## src/rtl/au_dispatch_if.sv

```systemverilog
// Host and engine bus of the arithmetic-unit dispatcher: command handshake,
// result/status back to the host, and the per-engine control/result fan.
interface au_dispatch_if #(
    parameter int N_ENG = 3,
    parameter int DW    = 16,
    parameter int DIN_W = 32,
    parameter int CW    = 8
);
    logic                     cmd_valid;
    logic                     cmd_ready;
    logic [3:0]               cmd_op;
    logic [N_ENG-1:0][CW-1:0] cmd_ctrl;
    logic [DIN_W-1:0]         data_in;
    logic [15:0]              add;
    logic [DW-1:0]            rand_in;

    logic [DW-1:0]            data_out;
    logic                     end_op;
    logic                     done;
    logic                     busy;
    logic                     err;
    logic                     load_seed;

    logic [N_ENG-1:0][CW-1:0] eng_ctrl;
    logic [N_ENG-1:0]         eng_rst_n;
    logic [DIN_W-1:0]         eng_din;
    logic [15:0]              eng_add;
    logic [N_ENG-1:0]         eng_end_op;
    logic [N_ENG-1:0][DW-1:0] eng_dout;

    modport slave (
        input  cmd_valid, cmd_op, cmd_ctrl, data_in, add, rand_in,
        input  eng_end_op, eng_dout,
        output cmd_ready, data_out, end_op, done, busy, err, load_seed,
        output eng_ctrl, eng_rst_n, eng_din, eng_add
    );

    modport master (
        output cmd_valid, cmd_op, cmd_ctrl, data_in, add, rand_in,
        output eng_end_op, eng_dout,
        input  cmd_ready, data_out, end_op, done, busy, err, load_seed,
        input  eng_ctrl, eng_rst_n, eng_din, eng_add
    );
endinterface

```

## src/rtl/au_dispatch.sv

```systemverilog
// Command dispatcher for the ML-KEM arithmetic engines: decodes opcodes, runs a
// START/wait/done handshake with timeout, and muxes the selected engine result.

// One link of the priority chain: claims the channel if its control byte is
// nonzero and no lower-index channel has claimed it yet.
module au_dispatch_lane #(
    parameter int DW = 16,
    parameter int CW = 8
) (
    input  logic [CW-1:0] ctrl,
    input  logic          taken_i,
    input  logic [DW-1:0] dout,
    input  logic          end_op,
    output logic          sel,
    output logic          taken_o,
    output logic [DW-1:0] dout_m,
    output logic          end_m
);
    logic nz;

    assign nz      = |ctrl;
    assign sel     = nz & ~taken_i;
    assign taken_o = taken_i | nz;
    assign dout_m  = sel ? dout : '0;
    assign end_m   = sel & end_op;
endmodule

module au_dispatch #(
    parameter int N_ENG = 3,
    parameter int DW    = 16,
    parameter int DIN_W = 32,
    parameter int CW    = 8,
    parameter int TMO_W = 16
) (
    input logic          clk,
    input logic          rst,
    au_dispatch_if.slave bus
);
    typedef enum logic [1:0] {IDLE, RUN, ERR} state_t;

    localparam logic [3:0] OP_RESET  = 4'h0;
    localparam logic [3:0] OP_LOAD   = 4'h1;
    localparam logic [3:0] OP_SEED   = 4'h2;
    localparam logic [3:0] OP_START  = 4'h3;
    localparam logic [3:0] OP_READ   = 4'h4;
    localparam logic [3:0] OP_RAND_A = 4'h6;
    localparam logic [3:0] OP_RAND_B = 4'h7;
    localparam logic [3:0] OP_RAND8  = 4'h8;

    state_t                   state_q, state_d;
    logic [N_ENG-1:0][CW-1:0] ctrl_q, ctrl_d;
    logic [3:0]               op_q, op_d;
    logic [DW-1:0]            rand_q, rand_d;
    logic [TMO_W-1:0]         tmo_q, tmo_d;
    logic                     err_q, err_d;
    logic                     done_q, done_d;
    logic [N_ENG-1:0]         eng_rst_n_q, eng_rst_n_d;

    logic [N_ENG:0]           taken;
    logic [N_ENG-1:0]         sel_oh;
    logic [N_ENG-1:0][DW-1:0] dout_m;
    logic [N_ENG-1:0]         end_m;
    logic [DW-1:0]            sel_dout;
    logic                     sel_any;
    logic                     sel_end;
    logic                     accept;
    logic [DIN_W-1:0]         din_fwd;

    // Priority chain over registered control bytes; channel 0 wins.
    assign taken[0] = 1'b0;
    for (genvar g = 0; g < N_ENG; g++) begin : g_lane
        au_dispatch_lane #(.DW(DW), .CW(CW)) u_lane (
            .ctrl    (ctrl_q[g]),
            .taken_i (taken[g]),
            .dout    (bus.eng_dout[g]),
            .end_op  (bus.eng_end_op[g]),
            .sel     (sel_oh[g]),
            .taken_o (taken[g+1]),
            .dout_m  (dout_m[g]),
            .end_m   (end_m[g])
        );
    end

    always_comb begin
        sel_dout = '0;
        for (int i = 0; i < N_ENG; i++) sel_dout = sel_dout | dout_m[i];
    end

    assign sel_any = taken[N_ENG];
    assign sel_end = |end_m;

    assign bus.cmd_ready = (state_q == IDLE) | (bus.cmd_op == OP_RESET);
    assign accept        = bus.cmd_valid & bus.cmd_ready;

    always_comb begin
        state_d     = state_q;
        ctrl_d      = ctrl_q;
        op_d        = op_q;
        rand_d      = rand_q;
        tmo_d       = tmo_q;
        err_d       = err_q;
        done_d      = 1'b0;
        eng_rst_n_d = '1;
        if (accept && bus.cmd_op == OP_RESET) begin
            // Accepted from any state; aborts RUN without a done pulse.
            state_d     = IDLE;
            ctrl_d      = '0;
            op_d        = '0;
            rand_d      = '0;
            tmo_d       = '0;
            err_d       = 1'b0;
            eng_rst_n_d = '0;
        end else begin
            case (state_q)
                IDLE: begin
                    if (accept) begin
                        case (bus.cmd_op)
                            OP_LOAD, OP_SEED, OP_READ: begin
                                ctrl_d = bus.cmd_ctrl;
                                op_d   = bus.cmd_op;
                            end
                            OP_START: begin
                                ctrl_d = bus.cmd_ctrl;
                                tmo_d  = '0;
                                if (|bus.cmd_ctrl) state_d = RUN;
                                else               done_d  = 1'b1;
                            end
                            OP_RAND_A, OP_RAND_B: begin
                                rand_d = bus.rand_in;
                                ctrl_d = '0;
                            end
                            OP_RAND8: begin
                                rand_d      = '0;
                                rand_d[7:0] = bus.rand_in[7:0];
                                ctrl_d      = '0;
                            end
                            default: op_d = bus.cmd_op;  // END and NOP
                        endcase
                    end
                end
                RUN: begin
                    // Completion is checked first so it beats a same-edge timeout.
                    if (sel_end) begin
                        state_d = IDLE;
                        done_d  = 1'b1;
                    end else if (&tmo_q) begin
                        state_d = ERR;
                        err_d   = 1'b1;
                    end else begin
                        tmo_d = tmo_q + 1'b1;
                    end
                end
                default: ;
            endcase
        end
    end

    always_ff @(posedge clk or negedge rst) begin
        if (!rst) begin
            state_q     <= IDLE;
            ctrl_q      <= '0;
            op_q        <= '0;
            rand_q      <= '0;
            tmo_q       <= '0;
            err_q       <= 1'b0;
            done_q      <= 1'b0;
            eng_rst_n_q <= '0;
        end else begin
            state_q     <= state_d;
            ctrl_q      <= ctrl_d;
            op_q        <= op_d;
            rand_q      <= rand_d;
            tmo_q       <= tmo_d;
            err_q       <= err_d;
            done_q      <= done_d;
            eng_rst_n_q <= eng_rst_n_d;
        end
    end

    assign din_fwd       = bus.data_in;
    assign bus.eng_din   = din_fwd;
    assign bus.eng_add   = bus.add;
    assign bus.eng_ctrl  = ctrl_q;
    assign bus.eng_rst_n = eng_rst_n_q;
    assign bus.load_seed = (op_q == OP_SEED);
    assign bus.data_out  = sel_any ? sel_dout : rand_q;
    assign bus.end_op    = (state_q != RUN);
    assign bus.busy      = (state_q == RUN);
    assign bus.done      = done_q;
    assign bus.err       = err_q;
endmodule

```

## src/flat_wrapper.sv

```systemverilog
// flat-port wrapper written by rule: the top's interface ports become plain ports
module au_dispatch_flat 
#(
    parameter int N_ENG = 3,
    parameter int DW    = 16,
    parameter int DIN_W = 32,
    parameter int CW    = 8,
    parameter int TMO_W = 16
)
  (clk, rst, bus_cmd_valid, bus_cmd_op, bus_cmd_ctrl, bus_data_in, bus_add, bus_rand_in, bus_eng_end_op, bus_eng_dout, bus_cmd_ready, bus_data_out, bus_end_op, bus_done, bus_busy, bus_err, bus_load_seed, bus_eng_ctrl, bus_eng_rst_n, bus_eng_din, bus_eng_add);
  au_dispatch_if #(.N_ENG(N_ENG), .DW(DW), .DIN_W(DIN_W), .CW(CW)) bus_i ();
  input logic clk;
  input logic rst;
  input wire logic [$bits(bus_i.cmd_valid)-1:0] bus_cmd_valid;
  input wire logic [$bits(bus_i.cmd_op)-1:0] bus_cmd_op;
  input wire logic [$bits(bus_i.cmd_ctrl)-1:0] bus_cmd_ctrl;
  input wire logic [$bits(bus_i.data_in)-1:0] bus_data_in;
  input wire logic [$bits(bus_i.add)-1:0] bus_add;
  input wire logic [$bits(bus_i.rand_in)-1:0] bus_rand_in;
  input wire logic [$bits(bus_i.eng_end_op)-1:0] bus_eng_end_op;
  input wire logic [$bits(bus_i.eng_dout)-1:0] bus_eng_dout;
  output wire logic [$bits(bus_i.cmd_ready)-1:0] bus_cmd_ready;
  output wire logic [$bits(bus_i.data_out)-1:0] bus_data_out;
  output wire logic [$bits(bus_i.end_op)-1:0] bus_end_op;
  output wire logic [$bits(bus_i.done)-1:0] bus_done;
  output wire logic [$bits(bus_i.busy)-1:0] bus_busy;
  output wire logic [$bits(bus_i.err)-1:0] bus_err;
  output wire logic [$bits(bus_i.load_seed)-1:0] bus_load_seed;
  output wire logic [$bits(bus_i.eng_ctrl)-1:0] bus_eng_ctrl;
  output wire logic [$bits(bus_i.eng_rst_n)-1:0] bus_eng_rst_n;
  output wire logic [$bits(bus_i.eng_din)-1:0] bus_eng_din;
  output wire logic [$bits(bus_i.eng_add)-1:0] bus_eng_add;
  assign bus_i.cmd_valid = bus_cmd_valid;
  assign bus_i.cmd_op = bus_cmd_op;
  assign bus_i.cmd_ctrl = bus_cmd_ctrl;
  assign bus_i.data_in = bus_data_in;
  assign bus_i.add = bus_add;
  assign bus_i.rand_in = bus_rand_in;
  assign bus_i.eng_end_op = bus_eng_end_op;
  assign bus_i.eng_dout = bus_eng_dout;
  assign bus_cmd_ready = bus_i.cmd_ready;
  assign bus_data_out = bus_i.data_out;
  assign bus_end_op = bus_i.end_op;
  assign bus_done = bus_i.done;
  assign bus_busy = bus_i.busy;
  assign bus_err = bus_i.err;
  assign bus_load_seed = bus_i.load_seed;
  assign bus_eng_ctrl = bus_i.eng_ctrl;
  assign bus_eng_rst_n = bus_i.eng_rst_n;
  assign bus_eng_din = bus_i.eng_din;
  assign bus_eng_add = bus_i.eng_add;
  au_dispatch #(.N_ENG(N_ENG), .DW(DW), .DIN_W(DIN_W), .CW(CW), .TMO_W(TMO_W)) u_core (.clk(clk), .rst(rst), .bus(bus_i));
endmodule
```

## config.mk

```make
export PLATFORM = sky130hd
export DESIGN_NAME = au_dispatch_flat
export DESIGN_NICKNAME = d
export VERILOG_FILES = /design/src/rtl/au_dispatch_if.sv /design/src/rtl/au_dispatch.sv /design/src/flat_wrapper.sv
export SDC_FILE = /design/constraint.sdc
export NUM_CORES = 1
export LEC_CHECK = 0
export ABC_AREA = 1
export CORE_ASPECT_RATIO = 1.2
export CORE_MARGIN = 2
export CORE_UTILIZATION = 40
export CTS_CLUSTER_DIAMETER = 50
export DETAILED_ROUTE_END_ITERATION = 7
export DONT_BUFFER_PORTS = 1
export PLACE_DENSITY = 0.57
export SLEW_MARGIN = 40
export SYNTH_ARGS = -nofsm -noshare
export SYNTH_HDL_FRONTEND = slang
export SYNTH_SLANG_ARGS = --single-unit
```

## constraint.sdc

```tcl
create_clock -name clk -period 3.31 [get_ports clk]
set_input_delay 0.8275 -clock clk [delete_from_list [all_inputs] [get_ports clk]]
set_output_delay 0.8275 -clock clk [all_outputs]
set_load 0.02 [all_outputs]
```

==> run metrics, run 1 <==
reg2reg end u_core.tmo_q[0]; Max stage delay on crit path between 500 and 600 ps; via count 3643; Hold Slack just under 200 ps; Setup CP Type flop to primary output; WL per Instance 16.5 µm; critical path startpoint category flop; Initial Utilization between 40% and 50%; Final min period about 3000 ps; worst path arrival time between 2000 and 2500 ps; syn_nets roughly 740; Avg Cell Area, Syn around 7.5 µm²; RePlAce Congestion around 0.96; Hold Fails Final Rpt 0; die area 0.0121 mm²; initial antenna violation count 4; clock sink total 65; status completed; share of cells above drive strength 1 approximately 16%; RSZ-0062 raised after global routing false; fillers 1142; Peak Freq 0.326 GHz; reg2reg path depth 12; Worst-Skew Late Latency between 300 and 400 ps; R2R Path Start u_core.bus.eng_ctrl[7]; Synth Register Bits 65; Critical Path RT approximately 2500 ps; Area Growth Syn to Fin -0.473%; setup TNS 0 ps; io pins 243; max-cap violations 0; Num CTS Buffers 9; synth warn 0; GR Util All Layers between 10% and 20%; Crit path buffers/inverters 1; Post-Syn Area between 0.004 and 0.005 mm²; vias in the first global route about 3600; CTS H-tree depth 3; Leak slightly below 2 nW; gr ovfl total 0; global-route wire length before repair ~18000 µm; port bufs 0; Gate Count Post-Synth just under 600; worst slew pin tran 714 ps; Crit. End Element primary output; synth unique cells 35; Final Skew roughly 13 ps; sequential fraction of the synthesis area about 36%; pin count of the biggest net entering global routing 66; Setup violations, final 0; total wire length ~11000 µm; CP Max Fanout 19; Worst-path clk slew about 60 ps; Final Cycle Share slightly above 90%; CTS Hold Bufs 0; chip height roughly 120 µm; number of nets with antenna violations after routing 0; CP Cell Sequence nor2_1, nand2_1, nor2_2, inv_2, nor2_1, nand2_1, o21ai_0; Die Wd 101 µm; drt drc 0; Clock Tree Buf Depth 2; CP max stage cell o21ai_0; PwrDens approximately 730 mW/mm²; row count between 40 and 50; Initial DRC Count 143; CTS tree done; nets 691; Post-DP HPWL between 8000 and 9000 µm; Core Box Area roughly 0.011 mm²; Pre-antenna DRT Iters 4; VDD IR-drop max between 0.0002 and 0.0003 V; cell family with most CP delay simple AND/OR/NAND/NOR gates; Worst slew margin 52.2%; path category of the worst min-delay check primary input to async pin; vias per cell approximately 5.3; clk root buf clkbuf_16; setup slack, reg-to-reg about 1100 ps; max-slew violation count 0
sequential cells by signal (all words and copies together), names as in the netlist:
name and flops:
u_core.bus.done 1, u_core.bus.eng_ctrl 24, u_core.bus.eng_rst_n 1, u_core.bus.err 1, u_core.op_q 4, u_core.rand_q 16
u_core.state_q 2, u_core.tmo_q 16
logic make-up (layout without fill, tap and decap cells):
group | Yosys count | after routing | share of synthesized area (%)
compound gates | 52 | 52 | 7.79
simple gates | 346 | 346 | 37.4
flops | 65 | 65 | 36.2
fa+ha+maj | 1 | 1 | 0.278
buf+inv | 124 | 75 | 16.5
xor+xnor | 8 | 8 | 1.56
other cells | 0 | 1 | 0
mux | 1 | 1 | 0.250
worst max-delay path by stage:
stage | end | slack, ps | depth (start not counted) | startpoint
floorplan | bus_data_out[10] | 890 | 8 | u_core.bus.eng_ctrl[7]
CTS | bus_data_out[13] | 60 | 7 | u_core.bus.eng_ctrl[7]
global placement | bus_data_out[13] | 520 | 7 | u_core.bus.eng_ctrl[5]
global route | bus_data_out[0] | 50 | 9 | u_core.bus.eng_ctrl[5]
detailed placement | bus_data_out[13] | 430 | 7 | u_core.bus.eng_ctrl[7]
finish | bus_data_out[13] | 250 | 7 | u_core.bus.eng_ctrl[7]
cells in the mapped netlist (all sizes together):
library cell	instances	area, µm²
o21ai	48	319
mux2	1	11.3
dfrtp	65	1630
nor4	2	12.5
inv	55	209
xor2	5	43.8
buf	65	519
nand3b	3	22.5
or2	2	12.5
nor2	70	298
nor3	5	47.5
nand2	165	639
a21oi	4	31.3
nor4b	1	8.76
nand3	66	433
ha	1	12.5
nor3b	1	7.51
clkbuf	4	15.0
xnor2	3	26.3
nand4	31	200
area by class of cell:
cell class	count	area [µm²]	area share, %
flip-flops and latches	65	1630	36.4
inverters	55	213	4.75
multi-input cells	408	2130	47.5
diodes	1	2.50	0.0559
well taps	132	165	3.69
clock buffers	12	236	5.29
clock inverters	3	42.5	0.951
repair buffers	5	62.6	1.40
layer usage:
metal	GRT usage (%)	share of wire, %
met2	33.2	51
met5	0	0.19
met4	9.25	3.0
met3	5.82	7.7
met1	20.3	38
worst register-to-register path, cell delays in order, from the launching register on:
cell	delay, ps
dfrtp_1	470
nor2_1	150
nand2_1	80
nor2_2	220
inv_2	200
nand2_1	100
nand2_1	70
inv_2	70
nand2_2	80
nand2_2	210
nand3_4	230
nand2_1	130
nand2_1	50
report_power, final:
group	switching, mW	leakage, nW	internal [mW]
sequential	0.406	0.827	1.08
clock	0.338	0.133	0.578
combinational	0.565	1.02	0.303
total	1.31	1.98	1.96
per-stage QoR:
step	worst slack, ps	total power [mW]	utilization, %	cell area, µm²	cells
floorplan	885	2.26	-	4500	597
detailed placement	430	2.38	38.0	4170	664
global route	48.8	3.48	40.7	4470	680
global placement	524	2.35	38.0	4170	664
finish	247	3.27	40.7	4470	681
CTS	58.1	3.31	40.5	4450	679
cells in the final DEF (no fill, tap or decap), drive strengths merged:
cell	count
xor2	5
clkbuf	12
nor4	2
nor3	5
nor2	70
nand3	66
ha	1
dfrtp	65
nand4	31
nand3b	3
o21ai	48
buf	5
clkinv	1
nor4b	1
nand2	165
a21oi	4
nor3b	1
diode	1
or2	2
mux2	1
clkinvlp	2
xnor2	3
inv	54
bufinv	1
repair_timing:
| item | CTS | global route |
|---|---|---|
| endpoints found under the setup margin | 0 | 16 |
| setup buffers | 0 | 1 |
| resized for setup | 0 | 1 |
(Power assumes the default switching activity.)
==> run 2, diff against run 1 <==
CAP_MARGIN = 20   (was not set)
CORE_UTILIZATION = 25   (was 40)
PLACE_DENSITY = 0.41   (was 0.57)
==> run 2 against run 1 <==
  * Hold slack lost 0.87 ps
  * Clock power about the same
  * Fmax down 0.30%
  * First-iteration DRC count rose by 47%
  * Final area rose by 2.8%
  * Critical path depth did not move
  * Register-to-register slack worse by 60 ps
  * Core utilization decreased by 15 points
  * Cell count rose by 13%
  * Via count increased by 0.99%
  * Critical path type unchanged
  * Critical endpoint unchanged
  * Largest cell class unchanged
==> run metrics, run 2 (synthesis results as in run 1) <==
CTS tree done; setup TNS 0 ps (unchanged); RSZ-0062 raised after global routing false; row count 53 (+26%); via count 3679 (+0.99%); vias per cell 4.77 (-11%); chip height 151 µm (+26%); Hold Fails Final Rpt 0 (unchanged); drt drc 0 (unchanged); max-slew violation count 0 (unchanged); pin count of the biggest net entering global routing 66 (unchanged); global-route wire length before repair 20200 µm (+14%); GR Util All Layers 13.8% (-5.1 points); gr ovfl total 0 (unchanged); max-cap violations 0 (unchanged); Post-DP HPWL 10500 µm (+21%); worst slew pin tran 660 ps (-53.9 ps); clk root buf clkbuf_16; path category of the worst min-delay check primary input to async pin; fillers 1915 (+68%); initial antenna violation count 2 (-2); total wire length 13400 µm (+19%); Worst slew margin 55.6% (+3.3 points); share of cells above drive strength 1 16.4% (+0.52 points); Peak Freq 0.325 GHz (-0.30%); Core Box Area 0.0176 mm² (+60%); commonest non-fill, non-tap cells in the layout 159 x nand2_1, 65 x dfrtp_1, 62 x nor2_1; die area 0.0191 mm² (+58%); vias in the first global route 3591 (-0.11%); Final Skew 9.86 ps (-2.70 ps); status completed; max reg flops 24 (unchanged); VDD IR-drop max 0.000215 V (-15%); number of nets with antenna violations after routing 0 (unchanged); CP Max Fanout 19 (unchanged); Setup CP Type flop to primary output; RePlAce Congestion 0.900 (-6.3%); Pre-antenna DRT Iters 5 (+1); commonest non-fill, non-tap cell in the layout nand2_1; WL per Instance 17.3 µm (+4.9%); io pins 243 (unchanged); Num CTS Buffers 9 (unchanged); nets 692 (+0.14%); Initial DRC Count 210 (+47%); PwrDens 717 mW/mm² (-1.8%); Worst-path clk slew 60 ps (about the same); Leak 2.00 nW (+0.65%); critical path startpoint category flop; Worst-Skew Late Latency 330 ps (about the same); Hold Slack 195 ps (-0.870 ps); port bufs 0 (unchanged); worst path arrival time 2250 ps (about the same); Final min period 3070 ps (+9.30 ps); Setup violations, final 0 (unchanged); Crit. End Element primary output; Final Cycle Share 92.8% (+0.28 points); CTS H-tree depth 3 (unchanged); Area Growth Syn to Fin 2.28%; Clock Tree Buf Depth 2 (unchanged); Die Wd 126 µm (+25%); clock sink total 65 (unchanged); Initial Utilization 25.6% (-15 points); CTS Hold Bufs 0 (unchanged); Critical Path RT 2480 ps (about the same)
-- run 2: cell types whose count changed in the layout (fill, tap and decap cells not counted), sizes merged --
cell | previous run | this run
buf | 5 | 6
bufinv | 1 | 0
diode | 1 | 2
clkbuf | 12 | 13
-- run 2: per-layer routing --
metal | vias up | global-route usage [%] | part of all wire, %
met5 | - | 0 | 0
met4 | 0 | 5.00 | 2.2
met3 | 26 | 4.87 | 8.0
met2 | 167 | 24.8 | 52
met1 | 1698 | 15.0 | 38
li1 | 1788 | - | -
-- run 2: power by group --
| part | switching, mW | internal (mW) |
|---|---|---|
| Sequential | 0.427 | 1.08 |
| Combinational | 0.576 | 0.301 |
| Clock | 0.351 | 0.563 |
-- run 2: worst paths after layout --
| path | from | endpoint | slack (ps) | cells after the start |
|---|---|---|---|---|
| worst max-delay path | u_core.bus.eng_ctrl[7] | bus_data_out[13] | 240 | 7 |
| worst min-delay path | rst | u_core.bus.eng_ctrl[7] | 200 | 0 |
| worst max register to register | u_core.bus.eng_ctrl[7] | u_core.tmo_q[14] | 1080 | 12 |
| worst min register to register | u_core.op_q[1] | u_core.op_q[1] | 490 | 2 |
| max in group asynchronous | rst | u_core.tmo_q[3] | 2970 | 0 |
| min in group clk | u_core.op_q[1] | u_core.op_q[1] | 490 | 2 |
-- run 2: layout make-up --
cell class / instances / area, µm² / area share, %
tap: 220 / 275 / 5.99
sequential: 65 / 1630 / 35.4
multi-input combinational: 408 / 2130 / 46.2
antenna: 2 / 5.00 / 0.109
timing repair buffer: 6 / 70.1 / 1.52
clock buffer: 13 / 270 / 5.88
clock inverter: 2 / 12.5 / 0.272
inverter: 55 / 213 / 4.63
-- run 2: what timing repair did --
item                       in CTS  in global routing
setup endpoints to repair       0                  7
setup buffers                   0                  2
gates resized for setup         0                  1
-- run 2: metrics by stage --
step	setup WS, ps	utilization [%]	cells	power, mW	cell area [µm²]
detailed placement	419	24.4	752	2.41	4290
global route	67.2	26.1	769	3.52	4590
CTS	46.8	26.0	767	3.35	4570
floorplan	885	-	597	2.26	4500
finish	237	26.2	771	3.30	4600
global placement	506	24.4	752	2.39	4290
-- run 2: critical path: stages, from the launching register on --
cell	delay, ps
dfrtp_1	470
nor2_1	160
nand2_1	90
nor2_2	200
inv_2	190
nor2_1	130
nand2_1	120
o21ai_0	560
==> run 3, diff against run 2 <==
SLEW_MARGIN = not set   (was 40)
SYNTH_HIERARCHICAL = 1   (was not set)
==> run 3 against run 2 <==
  * Register-to-register slack worse by 290 ps
  * Flip-flop and latch count unchanged
  * Power up 15%
  * Via count grew 11%
  * Non-clock buffer count increased by 17
  * Clock power increased by 4.6%
  * Critical path depth up 2
  * Critical endpoint is now bus_data_out[5]
  * Largest power group unchanged
==> run metrics, run 3 <==
status completed; Crit path buffers/inverters 2 (+1); PwrDens 754 mW/mm² (+5.2%); Max stage delay on crit path 470 ps (-90 ps); internal power 2.15 mW (+11%); fillers 2084 (+8.8%); max-cap violations 0 (unchanged); Setup violations, final 0 (unchanged); Final Skew 7.67 ps (-2.19 ps); worst path arrival time 2350 ps (+100 ps); VDD IR-drop max 0.000265 V (+23%); Gate Count Post-Synth 675 (+13%); drt drc 0 (unchanged); CP Cell Sequence nor2_1, nand2_1, nor2_4, nand2_2, buf_4, nor3_1, o31ai_1, o21ai_1, buf_4; Num CTS Buffers 9 (unchanged); number of nets with antenna violations after routing 0 (unchanged); row count 55 (+3.8%); vias per cell 4.57 (-4.3%); syn_nets 822 (+10%); Comb power frac 33.8% (+7.2 points); cell family with most CP delay simple AND/OR/NAND/NOR gates; Post-DP HPWL 10400 µm (-1.1%); Final min period 3180 ps (+106 ps); Hold Slack 196 ps (+0.570 ps); CTS H-tree depth 3 (unchanged); nets 779 (+13%); initial antenna violation count 0 (-2); Final Cycle Share 96.0% (+3.2 points); RePlAce Congestion 0.875 (-2.8%); total wire length 13400 µm (+0.56%); clock sink total 65 (unchanged); cell area after layout 0.00502 mm² (+9.2%); Leak 2.44 nW (+22%); worst slew pin tran 624 ps (-36.0 ps); commonest non-fill, non-tap cell in the layout nand2_1; io pins 243 (unchanged); Avg Cell Area, Syn 7.03 µm² (-6.6%); Seq pwr share 40.9% (-4.7 points); Hold Fails Final Rpt 0 (unchanged); Area Growth Syn to Fin 5.77%; Post-Syn Area 0.00475 mm² (+5.6%); GR Util All Layers 13.5% (-0.33 points); Net Sw Frac 43.1% (+2.0 points); vias in the first global route 4053 (+13%); Pre-antenna DRT Iters 6 (+1); total power 3.78 mW (+15%); Critical Path RT 2480 ps (about the same); Placement Cell Area 0.00471 mm² (+9.6%); share of cells above drive strength 1 15.6% (-0.83 points); via count 4072 (+11%); die area 0.0201 mm² (+5.4%); synth warn 6 (+6); RSZ-0062 raised after global routing false; Crit. End Element primary output; most used cell, CP buf_4; n_diodes 0 (-2); Core Box Area 0.0187 mm² (+6.5%); CP max stage cell dfrtp_1; pin count of the biggest net entering global routing 66 (unchanged); clk root buf clkbuf_16; Setup CP Type flop to primary output; commonest non-fill, non-tap cells in the layout 142 x nand2_1, 94 x inv_1, 65 x dfrtp_1; Net Sw Power 1.63 mW (+20%); Initial Utilization 25.4% (-0.22 points); global-route wire length before repair 21400 µm (+5.9%); critical path startpoint category flop; clock network fraction of design power 25.3% (-2.5 points); Peak Freq 0.315 GHz (-3.3%); Worst slew margin 58.4% (+2.8 points); Clock Tree Buf Depth 2 (unchanged); WL per Instance 15.1 µm (-13%); CP Max Fanout 17 (-2); gr ovfl total 0 (unchanged); max reg flops 24 (unchanged); Worst-path clk slew 60 ps (about the same); chip height 155 µm (+2.7%); CTS tree done; Layout Cells excl Fill 892 (+16%); placed cell count 877 (+17%); Initial DRC Count 206 (-1.9%); port bufs 0 (unchanged); setup TNS 0 ps (unchanged); max-slew violation count 0 (unchanged); Worst-Skew Late Latency 320 ps (about the same); path category of the worst min-delay check primary input to async pin; Die Wd 130 µm (+2.7%)
-- run 3: timing repair --
action / 4_1_cts / 5_1_grt
buffers inserted: 0 / 0
endpoints found under the hold margin: 0 / 0
resized for setup: 1 / 3
hold buffers: 0 / 0
endpoints found under the setup margin: 15 / 16
-- run 3: cell type report --
type | instances | area, µm² | area share (%)
inverters | 97 | 364 | 7.25
flip-flops and latches | 65 | 1630 | 32.4
clock buffers | 12 | 256 | 5.11
repair buffers | 23 | 185 | 3.69
well taps | 256 | 320 | 6.38
multi-input cells | 436 | 2230 | 44.4
clock inverters | 3 | 40.0 | 0.797
-- run 3: metal layers --
metal	track usage (%)	wire [µm]	part of all wire, %	vias up
li1	-	-	-	2006
met1	15.3	5520	41	1901
met2	23.8	6730	50	140
met3	3.82	838	6.2	25
met4	4.97	352	2.6	0
met5	0	0	0	-
-- run 3: path summary, 6_finish.rpt --
path	startpoint	end	slack [ps]	cells after the start
worst max-delay path	u_core/bus.eng_ctrl[3]	bus_data_out[5]	130	9
worst min-delay path	rst	u_core/bus.eng_ctrl[3]	200	0
worst min register to register	u_core/op_q[1]	u_core/op_q[1]	470	2
min in group clk	u_core/op_q[1]	u_core/op_q[1]	470	2
max in group asynchronous	rst	u_core/op_q[1]	2950	0
worst max register to register	u_core/bus.eng_ctrl[3]	u_core/state_q[1]	790	13
-- run 3: worst register-to-register path: cells and delay by family (launching register included) --
kind | cells | cell delay, ps
and+or+nand+nor | 11 | 1590
DFF | 1 | 470
buffers and inverters | 1 | 240
AOI/OAI and AO/OA | 1 | 80
-- run 3: power by group through the flow --
stage | combinational (mW) | sequential, mW | clock [mW]
2_1_floorplan | 1.09 | 1.48 | 0
3_3_place_gp | 1.26 | 1.56 | 0
3_5_place_dp | 1.27 | 1.57 | 0
4_1_cts | 1.28 | 1.56 | 0.994
5_1_grt | 1.45 | 1.59 | 1.04
6_report | 1.28 | 1.55 | 0.957
-- run 3: through the flow --
step / util (%) / setup WS [ps]
after floorplan: - / -132
after global placement: 25.1 / 304
after detailed placement: 25.1 / 238
after CTS: 26.8 / 1.86
after global routing: 26.8 / 5.13
final: 26.8 / 131
